==> config.mk <==
export PLATFORM = sky130hd
export DESIGN_NAME = demux4_stream
export DESIGN_NICKNAME = d
export VERILOG_FILES = /design/src/rtl/demux4_stream.sv
export SDC_FILE = /design/constraint.sdc
export NUM_CORES = 1
export LEC_CHECK = 0
export CORE_ASPECT_RATIO = 0.8
export CORE_MARGIN = 10
export CORE_UTILIZATION = 45
export DETAILED_ROUTE_END_ITERATION = 10
export HOLD_SLACK_MARGIN = 0.08
export PLACE_DENSITY = 0.83
export SLEW_MARGIN = 20
export SYNTH_ARGS = -nofsm -noshare
export SYNTH_HDL_FRONTEND = slang
export SYNTH_SLANG_ARGS = --single-unit
==> constraint.sdc <==
create_clock -name clk -period 7.05 [get_ports clk]
set_input_delay 1.0575 -clock clk [delete_from_list [all_inputs] [get_ports clk]]
set_output_delay 1.0575 -clock clk [all_outputs]
set_load 0.01 [all_outputs]
==> src/rtl/demux4_stream.sv <==
// ---------------------------------------------------------------------------
// demux4_stream
//
// One-to-four stream router. Words tagged with a 2-bit destination select
// are accepted on a single valid/ready input channel, buffered in a small
// in-order FIFO, and delivered from the FIFO head to exactly one of four
// valid/ready output channels. Delivery is strictly in order: a stalled
// head blocks every later word, whatever its destination.
//
// Optional feature (compile-time macro DEMUX4_XFER_CNT_EN):
//   When defined, one CNT_W-bit wrapping counter per output port counts the
//   words delivered to that port. When undefined, no counter registers are
//   built and xfer_cnt is tied to zero. The port list is the same in both
//   builds.
//
// Parameters:
//   W      data width in bits
//   DEPTH  FIFO entries (power of two, >= 2)
//   CNT_W  width of each per-port transfer counter
//
// Ports:
//   clk        rising-edge clock
//   rst        synchronous, active-high reset
//   in_valid   producer has a word
//   in_ready   block accepts a word this cycle (registered, never depends
//              on out_ready)
//   in_data    word to route
//   in_sel     destination port 0..3
//   out_valid  one-hot; bit k set when the head word is destined for port k
//   out_ready  per-port consumer accept; only the selected port's bit counts
//   out_data   head word, shared by all ports (don't-care when empty)
//   occupancy  number of buffered words
//   xfer_cnt   per-port delivered-word counters, port k at [k*CNT_W +: CNT_W]
// ---------------------------------------------------------------------------
module demux4_stream #(
    parameter int W     = 32,
    parameter int DEPTH = 2,
    parameter int CNT_W = 16
) (
    input  logic                     clk,
    input  logic                     rst,
    input  logic                     in_valid,
    output logic                     in_ready,
    input  logic [W-1:0]             in_data,
    input  logic [1:0]               in_sel,
    output logic [3:0]               out_valid,
    input  logic [3:0]               out_ready,
    output logic [W-1:0]             out_data,
    output logic [$clog2(DEPTH):0]   occupancy,
    output logic [4*CNT_W-1:0]       xfer_cnt
);

    localparam int PTR_W    = $clog2(DEPTH);
    localparam int CNT_BITS = PTR_W + 1;
    localparam logic [CNT_BITS-1:0] FULL = CNT_BITS'(DEPTH);

    typedef struct packed {
        logic [1:0]   sel;
        logic [W-1:0] data;
    } entry_t;

    entry_t              mem [DEPTH];
    entry_t              head;
    logic [PTR_W-1:0]    wr_ptr;
    logic [PTR_W-1:0]    rd_ptr;
    logic [CNT_BITS-1:0] count;
    logic [CNT_BITS-1:0] count_nxt;
    logic                ready_q;
    logic                push;
    logic                pop;

    assign head = mem[rd_ptr];

    assign push = in_valid && ready_q;
    assign pop  = (count != '0) && out_ready[head.sel];

    always_comb begin
        count_nxt = count;
        case ({push, pop})
            2'b10:   count_nxt = count + CNT_BITS'(1);
            2'b01:   count_nxt = count - CNT_BITS'(1);
            default: count_nxt = count;
        endcase
    end

    // Pointers and count. DEPTH is a power of two, so the pointers wrap
    // modulo DEPTH by plain overflow.
    always_ff @(posedge clk) begin
        if (rst) begin
            wr_ptr <= '0;
            rd_ptr <= '0;
            count  <= '0;
        end else begin
            if (push) wr_ptr <= wr_ptr + PTR_W'(1);
            if (pop)  rd_ptr <= rd_ptr + PTR_W'(1);
            count <= count_nxt;
        end
    end

    // NOTE: in_ready is a flop loaded from the next count, so it equals
    // (count != DEPTH) in normal operation, is 0 throughout reset, and has
    // no combinational dependence on out_ready or in_valid.
    always_ff @(posedge clk) begin
        if (rst) ready_q <= 1'b0;
        else     ready_q <= (count_nxt != FULL);
    end

    // NOTE: the storage array carries no reset; an entry is only read after
    // it has been written, and the cleared count hides any stale contents.
    always_ff @(posedge clk) begin
        if (push) mem[wr_ptr] <= '{sel: in_sel, data: in_data};
    end

    assign in_ready  = ready_q;
    assign out_valid = (count != '0) ? (4'b0001 << head.sel) : 4'b0000;
    // Stale head contents when empty; consumers must qualify with out_valid.
    assign out_data  = head.data;
    assign occupancy = count;

`ifdef DEMUX4_XFER_CNT_EN
    logic [CNT_W-1:0] cnt_q [4];

    // Only the head's port can pop, so at most one counter moves per cycle.
    always_ff @(posedge clk) begin
        if (rst) begin
            for (int k = 0; k < 4; k++) cnt_q[k] <= '0;
        end else if (pop) begin
            cnt_q[head.sel] <= cnt_q[head.sel] + CNT_W'(1);
        end
    end

    for (genvar g = 0; g < 4; g++) begin : g_cnt
        assign xfer_cnt[g*CNT_W +: CNT_W] = cnt_q[g];
    end
`else
    assign xfer_cnt = '0;
`endif

endmodule
== After elaboration in Yosys (flattened, before gate mapping) ==
Memory sizes are Yosys's and may differ from the RTL's. A register that Yosys moved wholly into a read port is not among the register bits.
Index checks and enable logic that the tools add are counted.

* Register bits: 5
* Memory bits (writable): 68
* Output and inout port bits: 103
* Word-level logic and storage cells: 25
* Memories kept: 1

* Add/subtract/negate cells: 4
* $lt $le $gt $ge: 1
* Equal/unequal tests: 3
* Shift operators: 1
* Multiplexer cells: 8
* Reductions and logical operators: 3

{| class="wikitable"
|+ Memory list
! name !! words !! bits a word !! read ports !! clocked after Yosys merged registers in !! write ports !! RTL line !! RTL
|-
| mem || 2 || 34 || 1 || 1 || 1 || 62 || <nowiki>entry_t mem [DEPTH];</nowiki>
|}

{| class="wikitable"
|+ Operators with widths
! kind !! number
|-
| 1-bit 2-to-1 mux || 5
|-
| 4-bit 2-to-1 mux || 1
|-
| 2-bit case mux with 2 select lines || 1
|-
| 1-bit by 2-bit << shifter with 4-bit output (first input constant) || 1
|-
| 2-bit by 3-bit less-than comparator with 1-bit output (second input constant) || 1
|-
| 1-bit adder (second input constant) || 2
|-
| 2-bit by 1-bit adder with 2-bit output (second input constant) || 1
|-
| 1-bit binary-select mux with 2-bit select || 1
|-
| 2-bit by 1-bit equality test with 1-bit output (second input constant) || 1
|-
| 2-bit equality test (second input constant) || 1
|-
| 1-bit logical AND || 2
|-
| 2-bit != test (second input constant) || 1
|-
| 2-bit nonzero test || 1
|-
| 2-bit by 1-bit subtractor with 2-bit output (second input constant) || 1
|}

== Logic depth before layout (Yosys ltp) ==
* Depth after elaboration: 6
* Mapped depth: 8
* Depth with buffers taken out: 7

== Worst setup path before layout ==
No wires, ideal clock.

* Path type: input to register
* From: input port in_valid
* To: memory mem[0][0] in the netlist's numbering, enable pin
* Library setup time: 0.425 ns
* Arrival: 2.595 ns
* Required time: 6.625 ns
* Setup slack: 4.030 ns
* Stages on the path: 2
* Cells stage by stage: nand2_1 nor2_1

* Cells in the longest elaborated chain, start to end: 3

{| class="wikitable"
|+ RTL lines
! item !! RTL line !! RTL
|-
| from (decl) || 42 || <nowiki>input logic in_valid,</nowiki>
|-
| 1-bit logical AND || 74 || <nowiki>assign push = in_valid && ready_q;</nowiki>
|-
| 1-bit 2-to-1 mux || 111 || <nowiki>if (push) mem[wr_ptr] <= '{sel: in_sel, data: in_data};</nowiki>
|-
| 1-bit 2-to-1 mux (implied by the code) || 111 ||
|-
| to (decl) || 62 ||
|}

Every way passes these cells.

==> results.cfg <==
[place]
dp_worst_setup_slack_ns = 3.85
dp.cells = 367
place.gp.congestion = 0.706
io_buffer_count = 79
dp.final_hpwl_mm = 4.68

[die]
design.die.area_um2 = 11100
fp.dieH_um = 96.2
starting_density_pct = 46.9
fp-row-count = 27
boundaryPins = 144
die_width_um = 115
core_area_um2 = 6960

[timing]
setup_repair_after_global_routing_missed_its_margin = no
setup_total_negative_slack_ns = 0
clock-skew-final_ns = 0.00622
setup-violations-final = 0
final.period_utilization_pct = 49.7
layout_min_cycle_time_ns = 3.51
maxClockFrequency_mhz = 285
drv_slew = 0
whs_ns = 0.592
timing.final.ws_setup_ns = 3.54
timing_worst_slew_pin_value_ns = 1.02
hold_violations = 0
max_slew_margin_pct = 32.0

[final_layout]
post-route-util_pct = 58.9
area_delta_synth_final_pct = 25.6
final.fill_count = 541
fin_cells = 383
layout.area.seq_um2 = 2160
layout.nets = 333
num_antenna_cells = 0
post_route_cells_drive_above_1_share_pct = 17.6
multiInputGateArea_um2 = 845

[power]
share_of_power_burned_in_the_clock_network_pct = 23.9
p_leak_uw = 0.00151
power_per_cell_area_nw_per_um2 = 323
peakVddDrop_mv = 0.212
netSwitchingPower_uw = 377
power_frac_comb_pct = 31.4
power_frac_seq_pct = 44.7
internal-power_uw = 949
swShare_pct = 28.5

[worst_hold_path]
worst_hold_startpoint = occupancy[1]
worstHoldPathType = flop to flop
whs_path_depth = 2

[logic_synthesis]
synth_top_family_by_area = buffers and inverters
synthesis.instances = 206
synth_simple_gate_area_share_pct = 2.11
postSynthRegisterBits = 74
synth.yosys.warnings = 0
netlist_area_um2 = 3260
synthArstFlopShare_pct = 0
synth_xor_xnor_area_share_pct = 0.537
synth_edf_count = 68
synthDistinctLibCells = 26
synth_seq_area_share_pct = 66.2
yosys-mux-area-fraction_pct = 13.3
postSynthAreaPerCell_um2 = 15.8
synth-compound-area-share_pct = 1.88
synth_adder_area_share_pct = 0.383
dominantRegCellSynth = sky130_fd_sc_hd__edfxtp_1

[critical_path]
arrival_ns = 2.45
reg2reg_depth = 7
crit_path_top_delay_cell = sky130_fd_sc_hd__dfxtp_2
crit_fanout = 34
cell_family_contributing_the_most_delay_on_the_critical_path = flip-flops
worstSetupEndpointType = output pin
critPathLaunchType = flop
critical_path_cell_count = 4
total_buffers_and_inverters_traversed_by_the_critical_path = 1
worst_path_largest_cell_delay_ns = 0.90
worst_path_class_setup = flop to output pin
crit_path_cell_trace = mux2i_1, o21ai_0, nor2_1, clkdlybuf4s50_1
cp.required_ns = 5.99

[clocking]
postCtsSetupBuffers = 0
clk_root_buffer_cell = sky130_fd_sc_hd__clkbuf_8
cts.htree.levels = 3
cts_tree = built
post_cts_resize_count = 0
tritoncts_num_sinks = 74
clock_path_buffers = 2
worst_setup_hold_path_clk_slew_ns = 0.08
clk-insertion-delay-late_ns = 0.33
tritoncts.num_buffers = 9
cts_hold_buffers = 0

[routing]
drc_viols = 0
drt_iter0_markers = 42
postRouteAntennaNets = 0
detail_route.vias_per_cell = 4.40
drt-wirelength-per-cell_um = 16.8
finalWirelength_mm = 6.42
num_vias = 1685
drt-pass1-iter-count = 4

[run_status]
run_status = finished, final reports clean

[global_routing]
grt_antenna_before_repair = 0
first_pass_grt_wire_length_mm = 9.58
grt_pass1_vias = 1811
globalRouteTotalUtil_pct = 11.4
grt_start_max_net_pins = 35
globalRouteOverflowTotal = 0

[job]
max_cap_violations = 0
==> cells by family after synthesis <==
group | after synthesis
AOI/OAI and AO/OA | 8
xor gates and xnor gates | 2
adders and majority gates | 1
buffers and inverters | 68
DFF | 74
muxes | 38
other | 1
and+or+nand+nor | 14
==> power groups by stage <==
stage | Sequential, uW | Clock (uW) | Combinational [uW]
after floorplan | 566 | 0 | 275
after global placement | 600 | 0 | 410
after detailed placement | 605 | 0 | 419
after CTS | 595 | 329 | 422
after global routing | 603 | 352 | 450
final | 592 | 318 | 416
==> routing by layer <==
layer  global-route usage, %  vias to the layer above  part of all wire (%)
li1                        -                      789                     -
met1                    10.3                      807                    34
met2                    20.5                       78                    53
met3                    6.78                       11                    12
met4                    4.63                        0                   1.8
met5                       0                        -                     0
==> Yosys cell counts, types with 2 or more instances <==
cell | instances | area share [%]
sky130_fd_sc_hd__buf_4 | 64 | 15
sky130_fd_sc_hd__mux2_2 | 32 | 11
sky130_fd_sc_hd__o21ai_0 | 2 | 0.31
sky130_fd_sc_hd__mux2_1 | 2 | 0.69
sky130_fd_sc_hd__nor2b_1 | 4 | 0.77
sky130_fd_sc_hd__clkbuf_1 | 3 | 0.34
sky130_fd_sc_hd__nor2_1 | 6 | 0.69
sky130_fd_sc_hd__edfxtp_1 | 68 | 63
sky130_fd_sc_hd__mux2i_1 | 3 | 0.92
sky130_fd_sc_hd__dfxtp_1 | 6 | 3.7
==> final timing paths <==
kind / end / slack (ns)
worst max-delay path: out_valid[1] / 3.54
worst min register to register: occupancy[1] / 0.59
worst max register to register: in_ready / 4.27
worst min-delay path: occupancy[1] / 0.59
==> sequential cells by signal, indices dropped and copies added, names as in the netlist, named ones only <==
register,count
occupancy,2
in_ready,1
mem,68
rd_ptr,1
wr_ptr,1
==> final cells by class <==
class                   count  share of cell area [%]
clock buffers              10                    3.11
flip-flops and latches     74                    52.7
clock inverters             6                    1.62
multi-input cells         127                    20.6
repair buffers             79                    19.3
well taps                  87                    2.65
==> worst register-to-register path, stage by stage (launching register included) <==
cell and delay [ns]:
sky130_fd_sc_hd__dfxtp_2 0.90, sky130_fd_sc_hd__mux2i_4 0.45, sky130_fd_sc_hd__mux2i_1 0.29, sky130_fd_sc_hd__o22ai_2 0.14, sky130_fd_sc_hd__ha_1 0.34, sky130_fd_sc_hd__nor2b_1 0.16
sky130_fd_sc_hd__a21o_1 0.16, sky130_fd_sc_hd__a221oi_1 0.26
==> placed cells by master (no fill, tap or decap) <==
cell	n
sky130_fd_sc_hd__xor2_1	1
sky130_fd_sc_hd__and3_2	1
sky130_fd_sc_hd__xnor2_1	1
sky130_fd_sc_hd__mux2i_1	3
sky130_fd_sc_hd__clkinv_4	2
sky130_fd_sc_hd__conb_1	64
sky130_fd_sc_hd__edfxtp_1	68
sky130_fd_sc_hd__o21bai_1	1
sky130_fd_sc_hd__a21o_1	1
sky130_fd_sc_hd__inv_6	1
sky130_fd_sc_hd__nor2b_1	4
sky130_fd_sc_hd__or3_1	1
sky130_fd_sc_hd__o22ai_2	1
sky130_fd_sc_hd__dfxtp_1	5
sky130_fd_sc_hd__a221oi_1	1
sky130_fd_sc_hd__nand2_1	1
sky130_fd_sc_hd__mux2_1	2
sky130_fd_sc_hd__nor2_1	5
sky130_fd_sc_hd__ha_1	1
sky130_fd_sc_hd__mux2i_4	1
sky130_fd_sc_hd__dfxtp_2	1
sky130_fd_sc_hd__nor3_1	1
sky130_fd_sc_hd__clkinv_2	2
sky130_fd_sc_hd__a21oi_1	1
sky130_fd_sc_hd__o21ai_0	2
sky130_fd_sc_hd__mux2_2	32
sky130_fd_sc_hd__clkbuf_1	1
sky130_fd_sc_hd__o211a_1	1
sky130_fd_sc_hd__clkbuf_8	9
sky130_fd_sc_hd__bufinv_16	1
sky130_fd_sc_hd__clkdlybuf4s50_1	79
sky130_fd_sc_hd__nor2_4	1
==> stage by stage <==
| stage | total power, uW | area [um^2] |
|---|---|---|
| floorplan | 841 | 3500 |
| global placement | 1010 | 3910 |
| detailed placement | 1020 | 3910 |
| CTS | 1350 | 4100 |
| global route | 1400 | 4100 |
| finish | 1330 | 4100 |
No activity file was read; power rests on OpenSTA's default activity.
